<file path="config.mk">
export PLATFORM = sky130hd
export DESIGN_NAME = hi_lo_muldiv
export DESIGN_NICKNAME = d
export VERILOG_FILES = /design/src/rtl/hi_lo_muldiv.sv
export SDC_FILE = /design/constraint.sdc
export NUM_CORES = 1
export LEC_CHECK = 0
export BUFFER_PORTS_ARGS = -buffer_cell sky130_fd_sc_hd__buf_2
export CAP_MARGIN = 5
export CORE_ASPECT_RATIO = 1.1
export CORE_UTILIZATION = 55
export DETAILED_ROUTE_END_ITERATION = 6
export PLACE_DENSITY = 0.79
export SLEW_MARGIN = 25
export SYNTH_ARGS = -nofsm -noshare
export SYNTH_HDL_FRONTEND = slang
export SYNTH_SLANG_ARGS = --single-unit
</file>
<file path="constraint.sdc">
create_clock -name Clk -period 5.5 [get_ports Clk]
set_clock_uncertainty 0.15 [all_clocks]
set_input_delay 0.825 -clock Clk [delete_from_list [all_inputs] [get_ports Clk]]
set_output_delay 0.825 -clock Clk [all_outputs]
set_load 0.01 [all_outputs]
</file>
<file path="src/rtl/hi_lo_muldiv.sv">
// hi_lo_muldiv: sequential 32x32 multiply/divide unit that owns the HI/LO registers.
//
// One radix-2 step is done per clock. A multiply or divide takes 33 cycles:
// 32 iterations in RUN, then one FINISH cycle. HI/LO are written on the edge
// that leaves FINISH.
//
// Ports:
//   Clk       - clock, rising edge
//   Rst       - asynchronous active-high reset
//   Start     - launch an operation (honoured only in IDLE without Flush)
//   Op        - 00 MULT, 01 MULTU, 10 DIV, 11 DIVU
//   A, B      - multiplicand/dividend and multiplier/divisor
//   MTHI/MTLO - in IDLE, write MoveData into HI/LO
//   MoveData  - write data for MTHI/MTLO
//   Flush     - abort the in-flight operation, leaving HI/LO untouched
//   HI, LO    - architectural HI/LO registers
//   Busy      - high in RUN or FINISH
//   Done      - high in FINISH only
module hi_lo_muldiv (
    input  logic        Clk,
    input  logic        Rst,
    input  logic        Start,
    input  logic [1:0]  Op,
    input  logic [31:0] A,
    input  logic [31:0] B,
    input  logic        MTHI,
    input  logic        MTLO,
    input  logic [31:0] MoveData,
    input  logic        Flush,
    output logic [31:0] HI,
    output logic [31:0] LO,
    output logic        Busy,
    output logic        Done
);

    typedef enum logic [1:0] {
        IDLE   = 2'd0,
        RUN    = 2'd1,
        FINISH = 2'd2
    } state_t;

    state_t      state_q, state_d;
    logic [4:0]  cnt_q, cnt_d;
    logic        is_div_q, is_div_d;
    // acc_hi/acc_lo: running product {hi,lo} for multiply; remainder and
    // dividend-shifting-into-quotient for divide.
    logic [31:0] acc_hi_q, acc_hi_d;
    logic [31:0] acc_lo_q, acc_lo_d;
    // Multiplicand magnitude (multiply) or divisor magnitude (divide).
    logic [31:0] opnd_q, opnd_d;
    logic        neg_main_q, neg_main_d;   // negate product / quotient
    logic        neg_rem_q, neg_rem_d;     // negate remainder
    logic [31:0] hi_q, hi_d;
    logic [31:0] lo_q, lo_d;

    // Operand magnitudes and signs; only MULT/DIV (Op[0]=0) are signed.
    logic        a_neg, b_neg;
    logic [31:0] a_mag, b_mag;

    // One iteration of each algorithm.
    logic [32:0] mul_sum;
    logic [32:0] div_shift;
    logic [32:0] div_diff;

    // Final sign-corrected results.
    logic [63:0] prod_mag, prod_res;
    logic [31:0] quo_res, rem_res;

    always_comb begin
        a_neg = ~Op[0] & A[31];
        b_neg = ~Op[0] & B[31];
        a_mag = a_neg ? (~A + 32'd1) : A;
        b_mag = b_neg ? (~B + 32'd1) : B;

        mul_sum   = {1'b0, acc_hi_q} + {1'b0, (acc_lo_q[0] ? opnd_q : 32'd0)};
        // Partial remainder is always below the divisor, so the top bit of the
        // 33-bit difference is a reliable "borrow" flag.
        div_shift = {acc_hi_q, acc_lo_q[31]};
        div_diff  = div_shift - {1'b0, opnd_q};

        prod_mag = {acc_hi_q, acc_lo_q};
        prod_res = neg_main_q ? (~prod_mag + 64'd1) : prod_mag;
        quo_res  = neg_main_q ? (~acc_lo_q + 32'd1) : acc_lo_q;
        rem_res  = neg_rem_q ? (~acc_hi_q + 32'd1) : acc_hi_q;
    end

    always_comb begin
        state_d    = state_q;
        cnt_d      = cnt_q;
        is_div_d   = is_div_q;
        acc_hi_d   = acc_hi_q;
        acc_lo_d   = acc_lo_q;
        opnd_d     = opnd_q;
        neg_main_d = neg_main_q;
        neg_rem_d  = neg_rem_q;
        hi_d       = hi_q;
        lo_d       = lo_q;

        case (state_q)
            IDLE: begin
                if (Start && !Flush) begin
                    state_d  = RUN;
                    cnt_d    = 5'd0;
                    is_div_d = Op[1];
                    acc_hi_d = 32'd0;
                    if (Op[1]) begin
                        acc_lo_d = a_mag;
                        opnd_d   = b_mag;
                        // Divide-by-zero keeps the all-ones quotient un-negated
                        // and lets the remainder rebuild A exactly.
                        neg_main_d = (a_neg ^ b_neg) & (B != 32'd0);
                    end else begin
                        acc_lo_d   = b_mag;
                        opnd_d     = a_mag;
                        neg_main_d = a_neg ^ b_neg;
                    end
                    neg_rem_d = a_neg;
                end else begin
                    if (MTHI) hi_d = MoveData;
                    if (MTLO) lo_d = MoveData;
                end
            end
            RUN: begin
                if (Flush) begin
                    state_d = IDLE;
                    cnt_d   = 5'd0;
                end else begin
                    if (is_div_q) begin
                        if (!div_diff[32]) begin
                            acc_hi_d = div_diff[31:0];
                            acc_lo_d = {acc_lo_q[30:0], 1'b1};
                        end else begin
                            acc_hi_d = div_shift[31:0];
                            acc_lo_d = {acc_lo_q[30:0], 1'b0};
                        end
                    end else begin
                        acc_hi_d = mul_sum[32:1];
                        acc_lo_d = {mul_sum[0], acc_lo_q[31:1]};
                    end
                    cnt_d = cnt_q + 5'd1;
                    if (cnt_q == 5'd31) state_d = FINISH;
                end
            end
            FINISH: begin
                state_d = IDLE;
                if (!Flush) begin
                    if (is_div_q) begin
                        hi_d = rem_res;
                        lo_d = quo_res;
                    end else begin
                        hi_d = prod_res[63:32];
                        lo_d = prod_res[31:0];
                    end
                end
            end
            default: state_d = IDLE;
        endcase
    end

    always_ff @(posedge Clk or posedge Rst) begin
        if (Rst) begin
            state_q    <= IDLE;
            cnt_q      <= 5'd0;
            is_div_q   <= 1'b0;
            acc_hi_q   <= 32'd0;
            acc_lo_q   <= 32'd0;
            opnd_q     <= 32'd0;
            neg_main_q <= 1'b0;
            neg_rem_q  <= 1'b0;
            hi_q       <= 32'd0;
            lo_q       <= 32'd0;
        end else begin
            state_q    <= state_d;
            cnt_q      <= cnt_d;
            is_div_q   <= is_div_d;
            acc_hi_q   <= acc_hi_d;
            acc_lo_q   <= acc_lo_d;
            opnd_q     <= opnd_d;
            neg_main_q <= neg_main_d;
            neg_rem_q  <= neg_rem_d;
            hi_q       <= hi_d;
            lo_q       <= lo_d;
        end
    end

    assign HI   = hi_q;
    assign LO   = lo_q;
    assign Busy = (state_q != IDLE);
    assign Done = (state_q == FINISH);

endmodule

</file>
* After elaboration in Yosys (flattened, before gate mapping)
Cells that the tools add are included.
** Storage, ports and cells
- Output and inout bits :: 66
- Bits in registers :: 170
- Word-level logic and storage cells :: 87
** Operators by class
- Bitwise operators :: 10
- Reductions and logical operators :: 13
- Add/subtract/negate cells :: 8
- Equal/unequal tests :: 10
- Mux-type cells :: 36
** Operator list (count)
- 32-bit two-way mux :: 22
- 32-bit one-hot mux with 2 select lines :: 4
- 32-bit by 1-bit adder with 32-bit output, second input constant :: 4
- 32-bit inverter :: 4
- 64-bit by 1-bit adder with 64-bit output, second input constant :: 1
- 64-bit two-way mux :: 1
- 64-bit inverter :: 1
- 32-bit by 32-bit adder with 33-bit output :: 1
- 33-bit by 32-bit subtractor with 33-bit output :: 1
- 32-bit nonzero test :: 1
- 2-bit != test, second input constant :: 6
- 5-bit two-way mux :: 2
- 5-bit one-hot mux with 2 select lines :: 1
- 4-bit AND reduction :: 2
- 2-bit two-way mux :: 3
- 2-bit AND reduction :: 3
- 2-bit nonzero test :: 3
- 5-bit by 1-bit adder with 5-bit output, second input constant :: 1
- 5-bit equality test, second input constant :: 1
- 2-bit one-hot mux with 2 select lines :: 1
- 1-bit AND :: 3
- 3-bit != test, second input constant :: 1
- 3-bit AND reduction :: 1
- 2-bit by 1-bit equality test with 1-bit output, second input constant :: 1
- 7 further kinds :: 8

* Depth between registers and ports, before layout
- Depth in word-level cells :: 6
- Depth in mapped cells :: 14
- Depth with buffers taken out :: 13

* Least setup slack after synthesis
Ideal clock, no wire load.
- Path kind :: register to register
- Start :: reg acc_lo_q[0]
- End :: reg hi_q[30] (netlist: HI[30])
- Arrival time :: 3.323 ns
- Stages on the path, launching flop included :: 14
- Path slack :: 1.932 ns
- Path buffers :: 2
- Data required time :: 5.255 ns
- Library setup time :: 0.095 ns
- Cell sequence :: dfrtp_1 > inv_1 > clkbuf_1 > ha_1 > nand2b_1 > or4_1 > or3_1 > nand2b_1 > o21a_1 > clkbuf_1 > o41ai_1 > xnor2_1 > nor2_1 > o31ai_1
** On the way
- Cells in the longest elaborated chain, start to end :: 6
** Ends and longest elaborated chain
- from (decl) :: line 48 : logic [31:0] acc_lo_q, acc_lo_d;
- from (signal assigned) :: line 177 : acc_lo_q <= acc_lo_d;
- 64-bit inverter :: line 82 : prod_res = neg_main_q ? (~prod_mag + 64'd1) : prod_mag;
- 64-bit by 1-bit adder with 64-bit output :: line 82
- 64-bit two-way mux :: line 82
- 32-bit two-way mux :: line 147 : if (is_div_q) begin
- 32-bit two-way mux :: line 146 : if (!Flush) begin
- 32-bit one-hot mux with 2 select lines :: line 99 : case (state_q)
- to (signal assigned) :: line 181 : hi_q <= hi_d;
- to (decl) :: line 53 : logic [31:0] hi_q, hi_d;
Every way passes these cells. The select of a mux whose other input is x is not followed.
A chain may end at the register's enable or synchronous reset.

* Worst setup path in the final report
- Start :: reg acc_lo_q[31]
- End :: reg acc_hi_q[29]
** On the way
- Cells in the longest elaborated chain, start to end :: 5
** Ends and longest elaborated chain
- 33-bit by 32-bit subtractor with 33-bit output :: line 79 : div_diff = div_shift - {1'b0, opnd_q};
- 32-bit two-way mux :: line 129 : if (!div_diff[32]) begin
- 32-bit two-way mux :: line 128 : if (is_div_q) begin
- 32-bit two-way mux :: line 124 : if (Flush) begin
- 32-bit one-hot mux with 2 select lines :: line 99
- to (signal assigned) :: line 176 : acc_hi_q <= acc_hi_d;
- to (decl) :: line 47 : logic [31:0] acc_hi_q, acc_hi_d;
Every way passes these cells. The select of a mux whose other input is x is not followed.

==> flow_metrics.py <==
metrics = {
    "run_status": {
        "status": "completed",
    },
    "critical_path": {
        "rr_worst_depth": 12,
        "critPathKind": "reg2reg",
        "r2r_end": "acc_hi_q[29]",
        "rr_startpoint": "acc_lo_q[31]",
        "setup.worst_path.end_class": "flop",
        "cp_max_fo": 9,
        "required_ps": 5680,
        "r2r_slack_ps": 1300,
        "start_kind": "flop",
        "arrival_ps": 4370,
    },
    "sta": {
        "hold_viol_final": 0,
        "post-route-period-util_pct": 76.3,
        "worstMarginPinSlew_ps": 976,
        "hold_ws_ps": 328,
        "drv_slew": 0,
        "finalSetupTns_ps": 0,
        "period_needed_ps": 4200,
        "rsz0062_at_grt": "no",
        "max_freq_ghz": 0.238,
        "setup_violations": 0,
        "maxSlewHeadroom_pct": 34.9,
    },
    "cts": {
        "cts.reportedPaths.clkPinSlew_ps": 80,
        "cts_resized": 0,
        "cts_setup_buffers": 0,
        "clock_latency_ps": 460,
        "cts-root-buf": "clkbuf_16",
        "cts_buffer_depth": 2,
        "htree_levels": 4,
        "cts_tree": "done",
        "numCtsBuffers": 17,
        "clock_sinks": 170,
        "cts_hold_buf": 0,
    },
    "synth": {
        "ys_types": 76,
        "synth_area_um2": 14800,
        "synth_edf_count": 0,
        "synth_top_area_share_pct": 28.7,
        "yosysWarnings": 0,
        "syn-num-nets": 2108,
        "yosys.cell_count.top_type": "nor2_1",
        "synthTopCellsByArea": "dfrtp_1, o21ai_0, a21oi_1",
        "netlist_instances": 1932,
        "synthTopCellsByCount": "nor2_1, nand2_1, o21ai_0",
        "synthArstFlopShare_pct": 100,
        "synth_ff_type": "dfrtp_1",
        "ys_ff_latch": 170,
        "postSynthAreaPerCell_um2": 7.67,
        "yosysTopAreaCell": "dfrtp_1",
        "ys_seq_area_share_pct": 28.7,
    },
    "die": {
        "die_h_um": 174,
        "row_count": 62,
        "initial_core_util_pct": 56.3,
        "coreArea_um2": 26300,
        "die-area_um2": 27600,
        "dieWidth_um": 158,
        "io_pins": 170,
    },
    "grt": {
        "gr-total-overflow": 0,
        "grt_pass1_vias": 14200,
        "use_met1_pct": 51.2,
        "grt_pass1_wl_um": 80000,
        "busiest_layer": "met2",
        "antenna_found_initial": 1,
        "grt_use_met2_pct": 57.4,
        "met3_usage_pct": 6.78,
        "grt_usage_pct": 37.6,
        "grt_max_degree": 136,
    },
    "placed_design": {
        "dp_hpwl_um": 39500,
        "gp_congestion": 1.07,
        "io_buffer_count": 169,
    },
    "pwr": {
        "p_clk_share_pct": 17.0,
        "sw_frac_of_total_pct": 49.7,
        "power_leakage_nw": 7.37,
        "ir_drop_mv": 0.230,
        "p_sw_w": 0.00382,
        "powerDensity_nw_per_um2": 466,
        "combPwrFrac_pct": 55.3,
        "power.internal_w": 0.00386,
        "power_frac_seq_pct": 27.7,
    },
    "routing": {
        "drt-pass1-iter-count": 6,
        "ant_nets": 0,
        "vias_per_cell": 6.48,
        "wl_per_cell_um": 21.5,
        "num_vias": 15500,
        "drc": 0,
        "wirelength_um": 51500,
        "drt_iter0_markers": 1974,
    },
    "finish": {
        "nNetsFinal": 2205,
        "drive_gt1_share_pct": 12.5,
        "antenna_cells": 0,
        "area_growth_pct": 11.3,
    },
    "min_path": {
        "min_path_cells": 2,
        "min_path_type": "reg2reg",
        "holdPathEnd": "LO[30]",
        "min_from": "LO[30]",
    },
    "run": {
        "maxCapViolations": 0,
    },
}
[through the flow]
step	utilization [%]	setup slack [ps]	std cells	power, W	instance area, um2
after floorplan	-	1930	1932	0.00494	14800
after global placement	60.2	1530	2362	0.00614	15800
after detailed placement	60.2	1460	2362	0.00619	15800
after CTS	62.6	1430	2394	0.00752	16500
after global routing	62.7	1090	2394	0.00812	16500
final	62.7	1300	2394	0.00768	16500
[worst max-delay path by stage]
stage | start | to | slack, ps | depth (start not counted)
2_1_floorplan | acc_lo_q[0] | HI[30] | 1930 | 13
3_3_place_gp | acc_lo_q[31] | acc_hi_q[27] | 1530 | 13
3_5_place_dp | acc_lo_q[31] | acc_hi_q[21] | 1460 | 13
4_1_cts | acc_hi_q[19] | acc_hi_q[31] | 1430 | 11
5_1_grt | acc_lo_q[31] | acc_hi_q[29] | 1090 | 12
6_report | acc_lo_q[31] | acc_hi_q[29] | 1300 | 12
[power by group through the flow]
| stage | sequential, W | combinational [W] | clock, W |
|---|---|---|---|
| floorplan | 0.00189 | 0.00304 | 0 |
| global placement | 0.00210 | 0.00404 | 0 |
| detailed placement | 0.00212 | 0.00407 | 0 |
| CTS | 0.00209 | 0.00412 | 0.00131 |
| global route | 0.00215 | 0.00462 | 0.00135 |
| finish | 0.00213 | 0.00425 | 0.00131 |
[layer usage]
metal | part of all wire, % | wire length, um
met1 | 41 | 21000
met3 | 9.9 | 5110
met2 | 44 | 22800
met5 | 0.021 | 11
met4 | 4.9 | 2520
[critical path: stages (launching register included)]
cell and delay (ps):
dfrtp_1 490, inv_1 130, ha_1 250, fa_1 410
nand2b_1 180, a21oi_1 270, o31ai_1 170, and3_1 240
a211oi_1 470, or3_1 360, nand2_1 370, o311ai_0 450
o21ai_0 140
[flip-flops by register name (all words and copies together) (netlist names)]
signal,count
HI,32
LO,32
acc_hi_q,32
acc_lo_q,32
opnd_q,32
cnt_q,5
state_q,2
is_div_q,1
neg_main_q,1
neg_rem_q,1
[placed cells by master, fill, tap and decap left out, types with 18 or more instances in the layout]
cell / netlist / layout
nand3_1: 30 / 30
nand2b_1: 22 / 21
nand2_1: 202 / 201
ha_1: 70 / 70
o31ai_1: 44 / 44
dfrtp_1: 170 / 169
nor2_1: 219 / 216
a21oi_1: 191 / 191
buf_4: 2 / 19
o21ai_0: 194 / 194
a31oi_1: 20 / 20
mux2i_1: 59 / 59
or3_1: 18 / 18
inv_1: 70 / 69
xor2_1: 69 / 69
a21o_1: 31 / 31
nor3_1: 47 / 46
buf_2: 4 / 169
xnor2_1: 96 / 96
[cells by family after synthesis]
logic type,after synthesis,share of synthesized area [%]
XOR/XNOR,165,9.76
AO/OA/AOI/OAI,641,26.6
buffers and inverters,182,4.88
adder cells (fa/ha/maj),72,6.18
AND/OR/NAND/NOR,640,19.7
flip-flops,170,28.7
multiplexers,62,4.22
[cell type report]
| cell class | count | area (um2) |
|---|---|---|
| multi-input cells | 1580 | 9860 |
| fillers | 2340 | 9810 |
| flip-flops and latches | 170 | 4260 |
| repair buffers | 189 | 1010 |
| well taps | 352 | 440 |
| clock buffers | 17 | 425 |
| inverters | 71 | 270 |
| clock inverters | 15 | 225 |
Power figures use the tool's default switching activity.
